File: src/rtl/sonar_pkg.sv
// Shared state encodings for the sonar sweep control unit.
// The numeric codes are also the db_estado values shown on the sonar
// top-level debug displays, so they must stay stable.
package sonar_pkg;

   localparam int unsigned STATE_W = 4;

   localparam logic [STATE_W-1:0] ST_INICIAL             = 4'h0;
   localparam logic [STATE_W-1:0] ST_PREPARA             = 4'h1;
   localparam logic [STATE_W-1:0] ST_FAZ_ROTACAO         = 4'h2;
   localparam logic [STATE_W-1:0] ST_AGUARDA_ROTACAO     = 4'h3;
   localparam logic [STATE_W-1:0] ST_FAZ_MEDIDA          = 4'h4;
   localparam logic [STATE_W-1:0] ST_AGUARDA_MEDIDA      = 4'h5;
   localparam logic [STATE_W-1:0] ST_FAZ_TRANSMISSAO     = 4'h6;
   localparam logic [STATE_W-1:0] ST_AGUARDA_TRANSMISSAO = 4'h7;
   localparam logic [STATE_W-1:0] ST_PROXIMA             = 4'h8;
   localparam logic [STATE_W-1:0] ST_ERRO                = 4'hE;
   localparam logic [STATE_W-1:0] ST_FIM                 = 4'hF;

   typedef enum logic [STATE_W-1:0] {
      INICIAL             = ST_INICIAL,
      PREPARA             = ST_PREPARA,
      FAZ_ROTACAO         = ST_FAZ_ROTACAO,
      AGUARDA_ROTACAO     = ST_AGUARDA_ROTACAO,
      FAZ_MEDIDA          = ST_FAZ_MEDIDA,
      AGUARDA_MEDIDA      = ST_AGUARDA_MEDIDA,
      FAZ_TRANSMISSAO     = ST_FAZ_TRANSMISSAO,
      AGUARDA_TRANSMISSAO = ST_AGUARDA_TRANSMISSAO,
      PROXIMA             = ST_PROXIMA,
      ERRO                = ST_ERRO,
      FIM                 = ST_FIM
   } estado_t;

endpackage

File: src/rtl/sonar_sweep_uc_if.sv
// Start/done handshakes between the sweep control unit and the servo,
// ultrasonic and serial-transmit datapaths.
//   girar/giro_pronto        : servo move request / servo reached position
//   medir/medida_pronto      : measurement request / measurement complete
//   transmitir/envio_pronto  : transmission request / transmission complete
// master = control unit side, slave = datapath side.
interface sonar_sweep_uc_if;

   logic girar;
   logic giro_pronto;
   logic medir;
   logic medida_pronto;
   logic transmitir;
   logic envio_pronto;

   modport master (
      output girar, medir, transmitir,
      input  giro_pronto, medida_pronto, envio_pronto
   );

   modport slave (
      input  girar, medir, transmitir,
      output giro_pronto, medida_pronto, envio_pronto
   );

endinterface

File: src/rtl/sonar_timeout_timer.sv
// Wait-state watchdog for the sweep control unit.
//   clock, reset : clock, async active-high reset
//   clear        : return count to zero (held while not waiting)
//   enable       : count one per cycle while waiting
//   estouro      : count has reached TIMEOUT_CYCLES-1 while enabled
module sonar_timeout_timer #(
   parameter int unsigned TIMEOUT_CYCLES = 1000000
) (
   input  logic clock,
   input  logic reset,
   input  logic clear,
   input  logic enable,
   output logic estouro
);

   localparam int unsigned CW = $clog2(TIMEOUT_CYCLES);
   localparam logic [CW-1:0] LAST = CW'(TIMEOUT_CYCLES - 1);

   logic [CW-1:0] count;

   // Saturates at LAST so a long wait can never wrap back to zero.
   always_ff @(posedge clock or posedge reset) begin
      if (reset) begin
         count <= '0;
      end else if (clear) begin
         count <= '0;
      end else if (enable && (count != LAST)) begin
         count <= count + CW'(1);
      end
   end

   assign estouro = enable && (count == LAST);

endmodule

File: src/rtl/sonar_sweep_uc.sv
// Sonar sweep control unit: steps the servo over N_POS positions, takes
// MEAS_PER_POS measurements per position and transmits each one.
// Single sweep (continuo=0) or continuous ping-pong sweep (continuo=1).
//   clock, reset  : clock, async active-high reset
//   ligar         : enable; dropping it aborts back to INICIAL
//   continuo      : sweep mode, sampled in PROXIMA
//   dp            : start pulses / done inputs to the datapaths
//   pronto        : one-cycle pulse when a single sweep finishes
//   posicao       : current position index
//   direcao       : 0 ascending, 1 descending
//   erro_timeout  : high while in ERRO
//   db_estado     : state code for debug displays
// Build option SONAR_UC_TIMEOUT_EN adds the wait-state watchdog and ERRO.
module sonar_sweep_uc
   import sonar_pkg::*;
#(
   parameter int unsigned N_POS          = 8,
   parameter int unsigned MEAS_PER_POS   = 1,
   parameter int unsigned TIMEOUT_CYCLES = 1000000
) (
   input  logic                     clock,
   input  logic                     reset,
   input  logic                     ligar,
   input  logic                     continuo,
   sonar_sweep_uc_if.master         dp,
   output logic                     pronto,
   output logic [$clog2(N_POS)-1:0] posicao,
   output logic                     direcao,
   output logic                     erro_timeout,
   output logic [3:0]               db_estado
);

   localparam int unsigned PW = $clog2(N_POS);
   localparam int unsigned MW = (MEAS_PER_POS > 1) ? $clog2(MEAS_PER_POS) : 1;
   localparam logic [PW-1:0] POS_LAST  = PW'(N_POS - 1);
   localparam logic [MW-1:0] MEAS_LAST = MW'(MEAS_PER_POS - 1);

   if (N_POS < 2 || MEAS_PER_POS < 1 || TIMEOUT_CYCLES < 2) begin : g_bad_params
      $error("sonar_sweep_uc: N_POS>=2, MEAS_PER_POS>=1, TIMEOUT_CYCLES>=2");
   end

   estado_t       state, state_n;
   logic [PW-1:0] posicao_n;
   logic          direcao_n;
   logic [MW-1:0] cnt_med, cnt_med_n;
   logic          fim_varredura;

`ifdef SONAR_UC_TIMEOUT_EN
   logic aguarda;
   logic estouro;

   assign aguarda = (state == AGUARDA_ROTACAO) || (state == AGUARDA_MEDIDA) ||
                    (state == AGUARDA_TRANSMISSAO);

   // Held clear outside the wait states, so each wait starts from zero.
   sonar_timeout_timer #(
      .TIMEOUT_CYCLES (TIMEOUT_CYCLES)
   ) u_timeout (
      .clock   (clock),
      .reset   (reset),
      .clear   (!aguarda),
      .enable  (aguarda),
      .estouro (estouro)
   );
`endif

   assign fim_varredura = direcao ? (posicao == '0) : (posicao == POS_LAST);

   // Next state and next counter values; done inputs beat the watchdog.
   always_comb begin
      state_n   = state;
      posicao_n = posicao;
      direcao_n = direcao;
      cnt_med_n = cnt_med;
      if (!ligar) begin
         state_n   = INICIAL;
         cnt_med_n = '0;
      end else begin
         unique case (state)
            INICIAL: state_n = PREPARA;
            PREPARA: begin
               posicao_n = '0;
               direcao_n = 1'b0;
               cnt_med_n = '0;
               state_n   = FAZ_ROTACAO;
            end
            FAZ_ROTACAO: state_n = AGUARDA_ROTACAO;
            AGUARDA_ROTACAO: begin
               if (dp.giro_pronto) state_n = FAZ_MEDIDA;
`ifdef SONAR_UC_TIMEOUT_EN
               else if (estouro) state_n = ERRO;
`endif
            end
            FAZ_MEDIDA: state_n = AGUARDA_MEDIDA;
            AGUARDA_MEDIDA: begin
               if (dp.medida_pronto) state_n = FAZ_TRANSMISSAO;
`ifdef SONAR_UC_TIMEOUT_EN
               else if (estouro) state_n = ERRO;
`endif
            end
            FAZ_TRANSMISSAO: state_n = AGUARDA_TRANSMISSAO;
            AGUARDA_TRANSMISSAO: begin
               if (dp.envio_pronto) state_n = PROXIMA;
`ifdef SONAR_UC_TIMEOUT_EN
               else if (estouro) state_n = ERRO;
`endif
            end
            PROXIMA: begin
               if (cnt_med != MEAS_LAST) begin
                  cnt_med_n = cnt_med + MW'(1);
                  state_n   = FAZ_MEDIDA;
               end else begin
                  cnt_med_n = '0;
                  if (!fim_varredura) begin
                     posicao_n = direcao ? (posicao - PW'(1)) : (posicao + PW'(1));
                     state_n   = FAZ_ROTACAO;
                  end else if (continuo) begin
                     // Turn around and step one position in the new direction.
                     direcao_n = !direcao;
                     posicao_n = direcao ? (posicao + PW'(1)) : (posicao - PW'(1));
                     state_n   = FAZ_ROTACAO;
                  end else begin
                     state_n = FIM;
                  end
               end
            end
`ifdef SONAR_UC_TIMEOUT_EN
            ERRO: state_n = ERRO;
`endif
            FIM:     state_n = INICIAL;
            default: state_n = INICIAL;
         endcase
      end
   end

   // State, counters and registered Moore outputs.
   always_ff @(posedge clock or posedge reset) begin
      if (reset) begin
         state         <= INICIAL;
         posicao       <= '0;
         direcao       <= 1'b0;
         cnt_med       <= '0;
         dp.girar      <= 1'b0;
         dp.medir      <= 1'b0;
         dp.transmitir <= 1'b0;
         pronto        <= 1'b0;
      end else begin
         state         <= state_n;
         posicao       <= posicao_n;
         direcao       <= direcao_n;
         cnt_med       <= cnt_med_n;
         dp.girar      <= (state_n == FAZ_ROTACAO);
         dp.medir      <= (state_n == FAZ_MEDIDA);
         dp.transmitir <= (state_n == FAZ_TRANSMISSAO);
         pronto        <= (state_n == FIM);
      end
   end

`ifdef SONAR_UC_TIMEOUT_EN
   always_ff @(posedge clock or posedge reset) begin
      if (reset) begin
         erro_timeout <= 1'b0;
      end else begin
         erro_timeout <= (state_n == ERRO);
      end
   end
`else
   assign erro_timeout = 1'b0;
`endif

   assign db_estado = state;

endmodule

File: src/flat_wrapper.sv
// flat-port wrapper written by rule: the top's interface ports become plain ports
module sonar_sweep_uc_flat import sonar_pkg::*;
#(
   parameter int unsigned N_POS          = 8,
   parameter int unsigned MEAS_PER_POS   = 1,
   parameter int unsigned TIMEOUT_CYCLES = 1000000
)
  (clock, reset, ligar, continuo, pronto, posicao, direcao, erro_timeout, db_estado, dp_girar, dp_medir, dp_transmitir, dp_giro_pronto, dp_medida_pronto, dp_envio_pronto);
  sonar_sweep_uc_if dp_i ();
  input  logic clock;
  input  logic reset;
  input  logic ligar;
  input  logic continuo;
  output logic pronto;
  output logic [$clog2(N_POS)-1:0] posicao;
  output logic direcao;
  output logic erro_timeout;
  output logic [3:0] db_estado;
  output wire logic [$bits(dp_i.girar)-1:0] dp_girar;
  output wire logic [$bits(dp_i.medir)-1:0] dp_medir;
  output wire logic [$bits(dp_i.transmitir)-1:0] dp_transmitir;
  input wire logic [$bits(dp_i.giro_pronto)-1:0] dp_giro_pronto;
  input wire logic [$bits(dp_i.medida_pronto)-1:0] dp_medida_pronto;
  input wire logic [$bits(dp_i.envio_pronto)-1:0] dp_envio_pronto;
  assign dp_girar = dp_i.girar;
  assign dp_medir = dp_i.medir;
  assign dp_transmitir = dp_i.transmitir;
  assign dp_i.giro_pronto = dp_giro_pronto;
  assign dp_i.medida_pronto = dp_medida_pronto;
  assign dp_i.envio_pronto = dp_envio_pronto;
  sonar_sweep_uc #(.N_POS(N_POS), .MEAS_PER_POS(MEAS_PER_POS), .TIMEOUT_CYCLES(TIMEOUT_CYCLES)) u_core (.clock(clock), .reset(reset), .ligar(ligar), .continuo(continuo), .dp(dp_i), .pronto(pronto), .posicao(posicao), .direcao(direcao), .erro_timeout(erro_timeout), .db_estado(db_estado));
endmodule
File: config.mk
export PLATFORM = sky130hd
export DESIGN_NAME = sonar_sweep_uc_flat
export DESIGN_NICKNAME = d
export VERILOG_FILES = /design/src/rtl/sonar_pkg.sv /design/src/rtl/sonar_sweep_uc_if.sv /design/src/rtl/sonar_timeout_timer.sv /design/src/rtl/sonar_sweep_uc.sv /design/src/flat_wrapper.sv
export SDC_FILE = /design/constraint.sdc
export NUM_CORES = 1
export LEC_CHECK = 0
export CORE_UTILIZATION = 51
export DETAILED_ROUTE_END_ITERATION = 10
export DONT_BUFFER_PORTS = 1
export GPL_ROUTABILITY_DRIVEN = 1
export PLACE_DENSITY = 0.7
export SLEW_MARGIN = 10
export SYNTH_ARGS = -nofsm -noshare
export SYNTH_HDL_FRONTEND = slang
export SYNTH_SLANG_ARGS = --single-unit
File: constraint.sdc
create_clock -name clock -period 2.4 [get_ports clock]
set_clock_uncertainty 0.2 [all_clocks]
set_input_delay 0.48 -clock clock [delete_from_list [all_inputs] [get_ports clock]]
set_output_delay 0.48 -clock clock [all_outputs]
set_load 0.01 [all_outputs]
==> impl_metrics.sql <==
INSERT INTO impl_metrics (metric_group, metric, value, unit) VALUES
('logic_synthesis', 'synth_nets', '96', ''),
('floorplanning', 'die_y', '41.94', 'um'),
('pwr', 'p_int', '0.0002919', 'W'),
('pwr', 'pwr-share-seq', '56.8', '%'),
('pwr', 'combPwrFrac', '13.7', '%'),
('floorplanning', 'floorplan.die.width', '41.94', 'um'),
('pwr', 'total_leakage_power', '0.3959', 'nW'),
('timing', 'tns', '0', 'ns'),
('global_route', 'grt_start_max_net_pins', '16', ''),
('critical_path', 'critical_path.max_fanout', '6', ''),
('layout', 'total_inserted_antenna_cells', '0', ''),
('cts', 'clockRootBuffer', 'sky130_fd_sc_hd__clkbuf_4', ''),
('job', 'max-cap-violations', '0', ''),
('timing', 'final_period_minus_worst_setup_slack', '2.265', 'ns'),
('pwr', 'vdd.ir_drop.worst', '0.0004495', 'V'),
('cts', 'cts.sink_count', '12', ''),
('global_route', 'globalRouteTotalUtil', '19.89', '%'),
('global_route', 'number_of_global_route_vias_before_repair', '624', ''),
('logic_synthesis', 'synthesized_instance_count', '85', ''),
('critical_path', 'worstSetupEndpointType', 'flip-flop', ''),
('place', 'io_buffers', '0', ''),
('timing', 'slew_headroom', '66.13', '%'),
('global_route', 'antenna_found_initial', '0', ''),
('pwr', 'netSwitchingPower', '0.0001094', 'W'),
('cts', 'cts_inserted_buffers', '3', ''),
('floorplanning', 'ios', '20', ''),
('place', 'routabilityCongestion', '0.8265', ''),
('critical_path', 'worst_setup_path_start_kind', 'flip-flop', ''),
('layout', 'area_growth_syn_to_layout', '5.692', '%'),
('pwr', 'net_sw_share', '27.26', '%'),
('logic_synthesis', 'postSynthAreaPerCell', '9.568', 'um^2'),
('detailed_routing', 'route.final.wire_length', '1577', 'um'),
('detailed_routing', 'detail_route.drc_violations', '0', ''),
('pwr', 'report.power.total', '0.0004012', 'W'),
('floorplanning', 'floorplan.rows', '14', ''),
('logic_synthesis', 'number_of_library_cell_types_mapped_by_synthesis', '41', ''),
('logic_synthesis', 'yosysWarnings', '0', ''),
('layout', 'multi_input_area', '465.4', 'um^2'),
('layout', 'fin_nets', '101', ''),
('layout', 'drive_gt1_share', '11.36', '%'),
('outcome', 'run_status', 'completed', ''),
('cts', 'cts_max_path_buffers', '2', ''),
('timing', 'timing.final.setup_violations', '0', ''),
('detailed_routing', 'via_per_inst', '6.135', ''),
('global_route', 'grt.overflow.total', '0', ''),
('cts', 'ctsResizeCount', '0', ''),
('detailed_routing', 'firstDrtPassIters', '4', ''),
('layout', 'fillerInstances', '124', ''),
('place', 'hpwl_detailed', '1208', 'um'),
('cts', 'worst_skew_pair_later_pin_latency', '0.26', 'ns'),
('global_route', 'grt_pass1_wl', '2684', 'um'),
('cts', 'cts_tree', 'done', ''),
('layout', 'register_area', '300.3', 'um^2'),
('timing', 'worstMarginPinSlew', '0.5080', 'ns'),
('timing', 'min_period_over_period', '94.36', '%'),
('timing', 'hold_violations', '0', ''),
('logic_synthesis', 'syn_area', '813.3', 'um^2'),
('detailed_routing', 'avgRoutedWirePerCell', '15.16', 'um'),
('floorplanning', 'start_util', '54.62', '%'),
('logic_synthesis', 'ys_seq_area_share', '36.92', '%'),
('critical_path', 'worst-endpoint-arrival', '2.22', 'ns'),
('logic_synthesis', 'synth_seq_cells', '12', ''),
('timing', 'rsz0062_at_grt', 'false', ''),
('pwr', 'share_clk_of_total_power', '29.5', '%'),
('critical_path', 'setup.worst_path.class', 'flip-flop to flip-flop', ''),
('detailed_routing', 'drt.antenna.violating_nets', '0', ''),
('min_path', 'timing.hold.worst.class', 'primary input to flip-flop', ''),
('cts', 'cts.reportedPaths.clkPinSlew', '0.07', 'ns'),
('critical_path', 'critical_path_required', '2.35', 'ns'),
('timing', 'maxSlewViolCount', '0', ''),
('timing', 'fmax', '441.6', 'MHz'),
('cts', 'cts.htree.levels', '1', ''),
('detailed_routing', 'via_count', '638', ''),
('detailed_routing', 'first_iter_violations', '7', ''),
('floorplanning', 'die_area', '0.001759', 'mm^2'),
('floorplanning', 'coreArea', '0.001489', 'mm^2'),
('pwr', 'powerDensity', '466.8', 'mW/mm^2');
## Yosys cell counts
| cell type | n | share of area (%) |
|---|---|---|
| sky130_fd_sc_hd__a211oi_2 | 1 | 1.5 |
| sky130_fd_sc_hd__a21oi_1 | 3 | 1.8 |
| sky130_fd_sc_hd__a221o_1 | 1 | 1.2 |
| sky130_fd_sc_hd__a221oi_1 | 1 | 1.1 |
| sky130_fd_sc_hd__a22o_1 | 1 | 1.1 |
| sky130_fd_sc_hd__a22oi_1 | 1 | 0.92 |
| sky130_fd_sc_hd__a2bb2oi_1 | 1 | 1.1 |
| sky130_fd_sc_hd__a31oi_1 | 1 | 0.77 |
| sky130_fd_sc_hd__a32o_1 | 1 | 1.2 |
| sky130_fd_sc_hd__a41oi_1 | 2 | 2.2 |
| sky130_fd_sc_hd__and2_1 | 2 | 1.5 |
| sky130_fd_sc_hd__and2b_1 | 1 | 0.92 |
| sky130_fd_sc_hd__and3b_1 | 1 | 1.1 |
| sky130_fd_sc_hd__and4_1 | 1 | 1.1 |
| sky130_fd_sc_hd__and4b_1 | 1 | 1.2 |
| sky130_fd_sc_hd__and4bb_1 | 1 | 1.5 |
| sky130_fd_sc_hd__buf_2 | 2 | 1.2 |
| sky130_fd_sc_hd__buf_4 | 1 | 0.92 |
| sky130_fd_sc_hd__buf_6 | 1 | 1.4 |
| sky130_fd_sc_hd__conb_1 | 1 | 0.46 |
| sky130_fd_sc_hd__dfrtp_1 | 12 | 37 |
| sky130_fd_sc_hd__ha_1 | 4 | 6.2 |
| sky130_fd_sc_hd__inv_1 | 5 | 2.3 |
| sky130_fd_sc_hd__mux2_2 | 1 | 1.4 |
| sky130_fd_sc_hd__nand2_1 | 6 | 2.8 |
| sky130_fd_sc_hd__nand2b_1 | 1 | 0.77 |
| sky130_fd_sc_hd__nand3_1 | 1 | 0.61 |
| sky130_fd_sc_hd__nand3b_1 | 1 | 0.92 |
| sky130_fd_sc_hd__nor2_1 | 7 | 3.2 |
| sky130_fd_sc_hd__nor2b_1 | 5 | 3.8 |
| sky130_fd_sc_hd__nor3_1 | 2 | 1.2 |
| sky130_fd_sc_hd__nor3b_1 | 3 | 2.8 |
| sky130_fd_sc_hd__nor3b_4 | 1 | 2.3 |
| sky130_fd_sc_hd__nor4b_1 | 1 | 1.1 |
| sky130_fd_sc_hd__nor4b_2 | 1 | 1.8 |
| sky130_fd_sc_hd__o21a_1 | 2 | 1.8 |
| sky130_fd_sc_hd__o21ai_0 | 3 | 1.8 |
| sky130_fd_sc_hd__o21ai_1 | 1 | 0.61 |
| sky130_fd_sc_hd__o31ai_1 | 1 | 0.92 |
| sky130_fd_sc_hd__or4b_1 | 1 | 1.2 |
| sky130_fd_sc_hd__xor2_1 | 1 | 1.1 |
## path summary, 6_finish.rpt
path / from / end / slack, ns / cells past startpoint
max: u_core.posicao[0] / u_core.posicao[2] / 0.14 / 6
min: ligar / u_core.db_estado[1] / 0.21 / 2
max reg2reg: u_core.posicao[0] / u_core.posicao[2] / 0.14 / 6
min reg2reg: u_core.posicao[1] / u_core.posicao[1] / 0.42 / 1
max in group asynchronous: reset / u_core.db_estado[0] / 1.23 / 2
min in group asynchronous: reset / u_core.dp.transmitir / 0.47 / 2
## through the flow
stage          hold WS, ns  cells  util, %  area [um^2]  setup WS, ns
2_1_floorplan       0.1447     85        -        813.3        0.2747
3_3_place_gp        0.1930    100    55.55        827.0        0.2373
6_report            0.2086    104    57.73        859.6        0.1354
3_5_place_dp        0.2004    100    55.55        827.0        0.1468
4_1_cts             0.1973    104    57.73        859.6        0.1382
5_1_grt             0.2000    104    57.73        859.6       0.04770
## layout make-up
cell class,count,area share (%)
multi-input cells,64,54.15
flip-flops and latches,12,34.93
repair buffers,4,3.785
well taps,16,2.329
clock buffers,3,2.620
inverters,5,2.183
## registers in the layout (all words and copies together), names as in the netlist
register / count
u_core.db_estado: 4
u_core.posicao: 3
u_core.direcao: 1
u_core.dp.girar: 1
u_core.dp.medir: 1
u_core.dp.transmitir: 1
u_core.pronto: 1
## cells by family (layout without fill, tap and decap cells)
family                   count (synthesis)  in the layout  share of synthesized area [%]
multiplexers                             1              1                          1.385
flip-flops                              12             12                          36.92
adder cells (fa/ha/maj)                  4              4                          6.154
XOR/XNOR                                 1              1                          1.077
buffers and inverters                    9             12                          5.847
AND/OR/NAND/NOR                         37             37                          30.00
AO/OA/AOI/OAI                           20             20                          18.15
other                                    1              1                         0.4611
## power groups by stage
stage	Combinational, W	Sequential, W	Clock (W)
CTS	0.0000552	0.000228	0.000122
global route	0.0000621	0.000230	0.000130
global placement	0.0000526	0.000232	0
floorplan	0.0000537	0.000223	0
finish	0.0000551	0.000228	0.000118
detailed placement	0.0000536	0.000232	0
## routing by layer
layer	track usage [%]	share of wire [%]	up-vias
li1	-	-	312
met1	22.19	43	308
met2	36.88	51	18
met3	7.391	5.3	0
met4	1.935	0	0
met5	0	0	-
## layout by cell type (no fill, tap or decap), types with 2 or more instances in the layout
cell type / Yosys / routed
sky130_fd_sc_hd__buf_4: 1 / 3
sky130_fd_sc_hd__a21oi_1: 3 / 3
sky130_fd_sc_hd__dfrtp_1: 12 / 12
sky130_fd_sc_hd__a41oi_1: 2 / 2
sky130_fd_sc_hd__nand2_1: 6 / 6
sky130_fd_sc_hd__inv_1: 5 / 5
sky130_fd_sc_hd__o21a_1: 2 / 2
sky130_fd_sc_hd__ha_1: 4 / 4
sky130_fd_sc_hd__nor2b_1: 5 / 5
sky130_fd_sc_hd__o21ai_0: 3 / 3
sky130_fd_sc_hd__nor3b_1: 3 / 3
sky130_fd_sc_hd__nor2_1: 7 / 7
sky130_fd_sc_hd__nor3_1: 2 / 2
sky130_fd_sc_hd__and2_1: 2 / 2
sky130_fd_sc_hd__clkbuf_4: 0 / 3
## critical path: stages, from the launching register on
cell and delay [ns]:
sky130_fd_sc_hd__dfrtp_1 0.43, sky130_fd_sc_hd__ha_1 0.22, sky130_fd_sc_hd__ha_1 0.21, sky130_fd_sc_hd__nor3b_1 0.19
sky130_fd_sc_hd__nor4b_2 0.34, sky130_fd_sc_hd__a22oi_1 0.18, sky130_fd_sc_hd__a221o_1 0.36
## what timing repair did
action,in CTS,in global routing
hold buffers,1,0
endpoints found under the hold margin,12,0
buffers inserted,0,0
No activity file was read; power rests on OpenSTA's default activity.
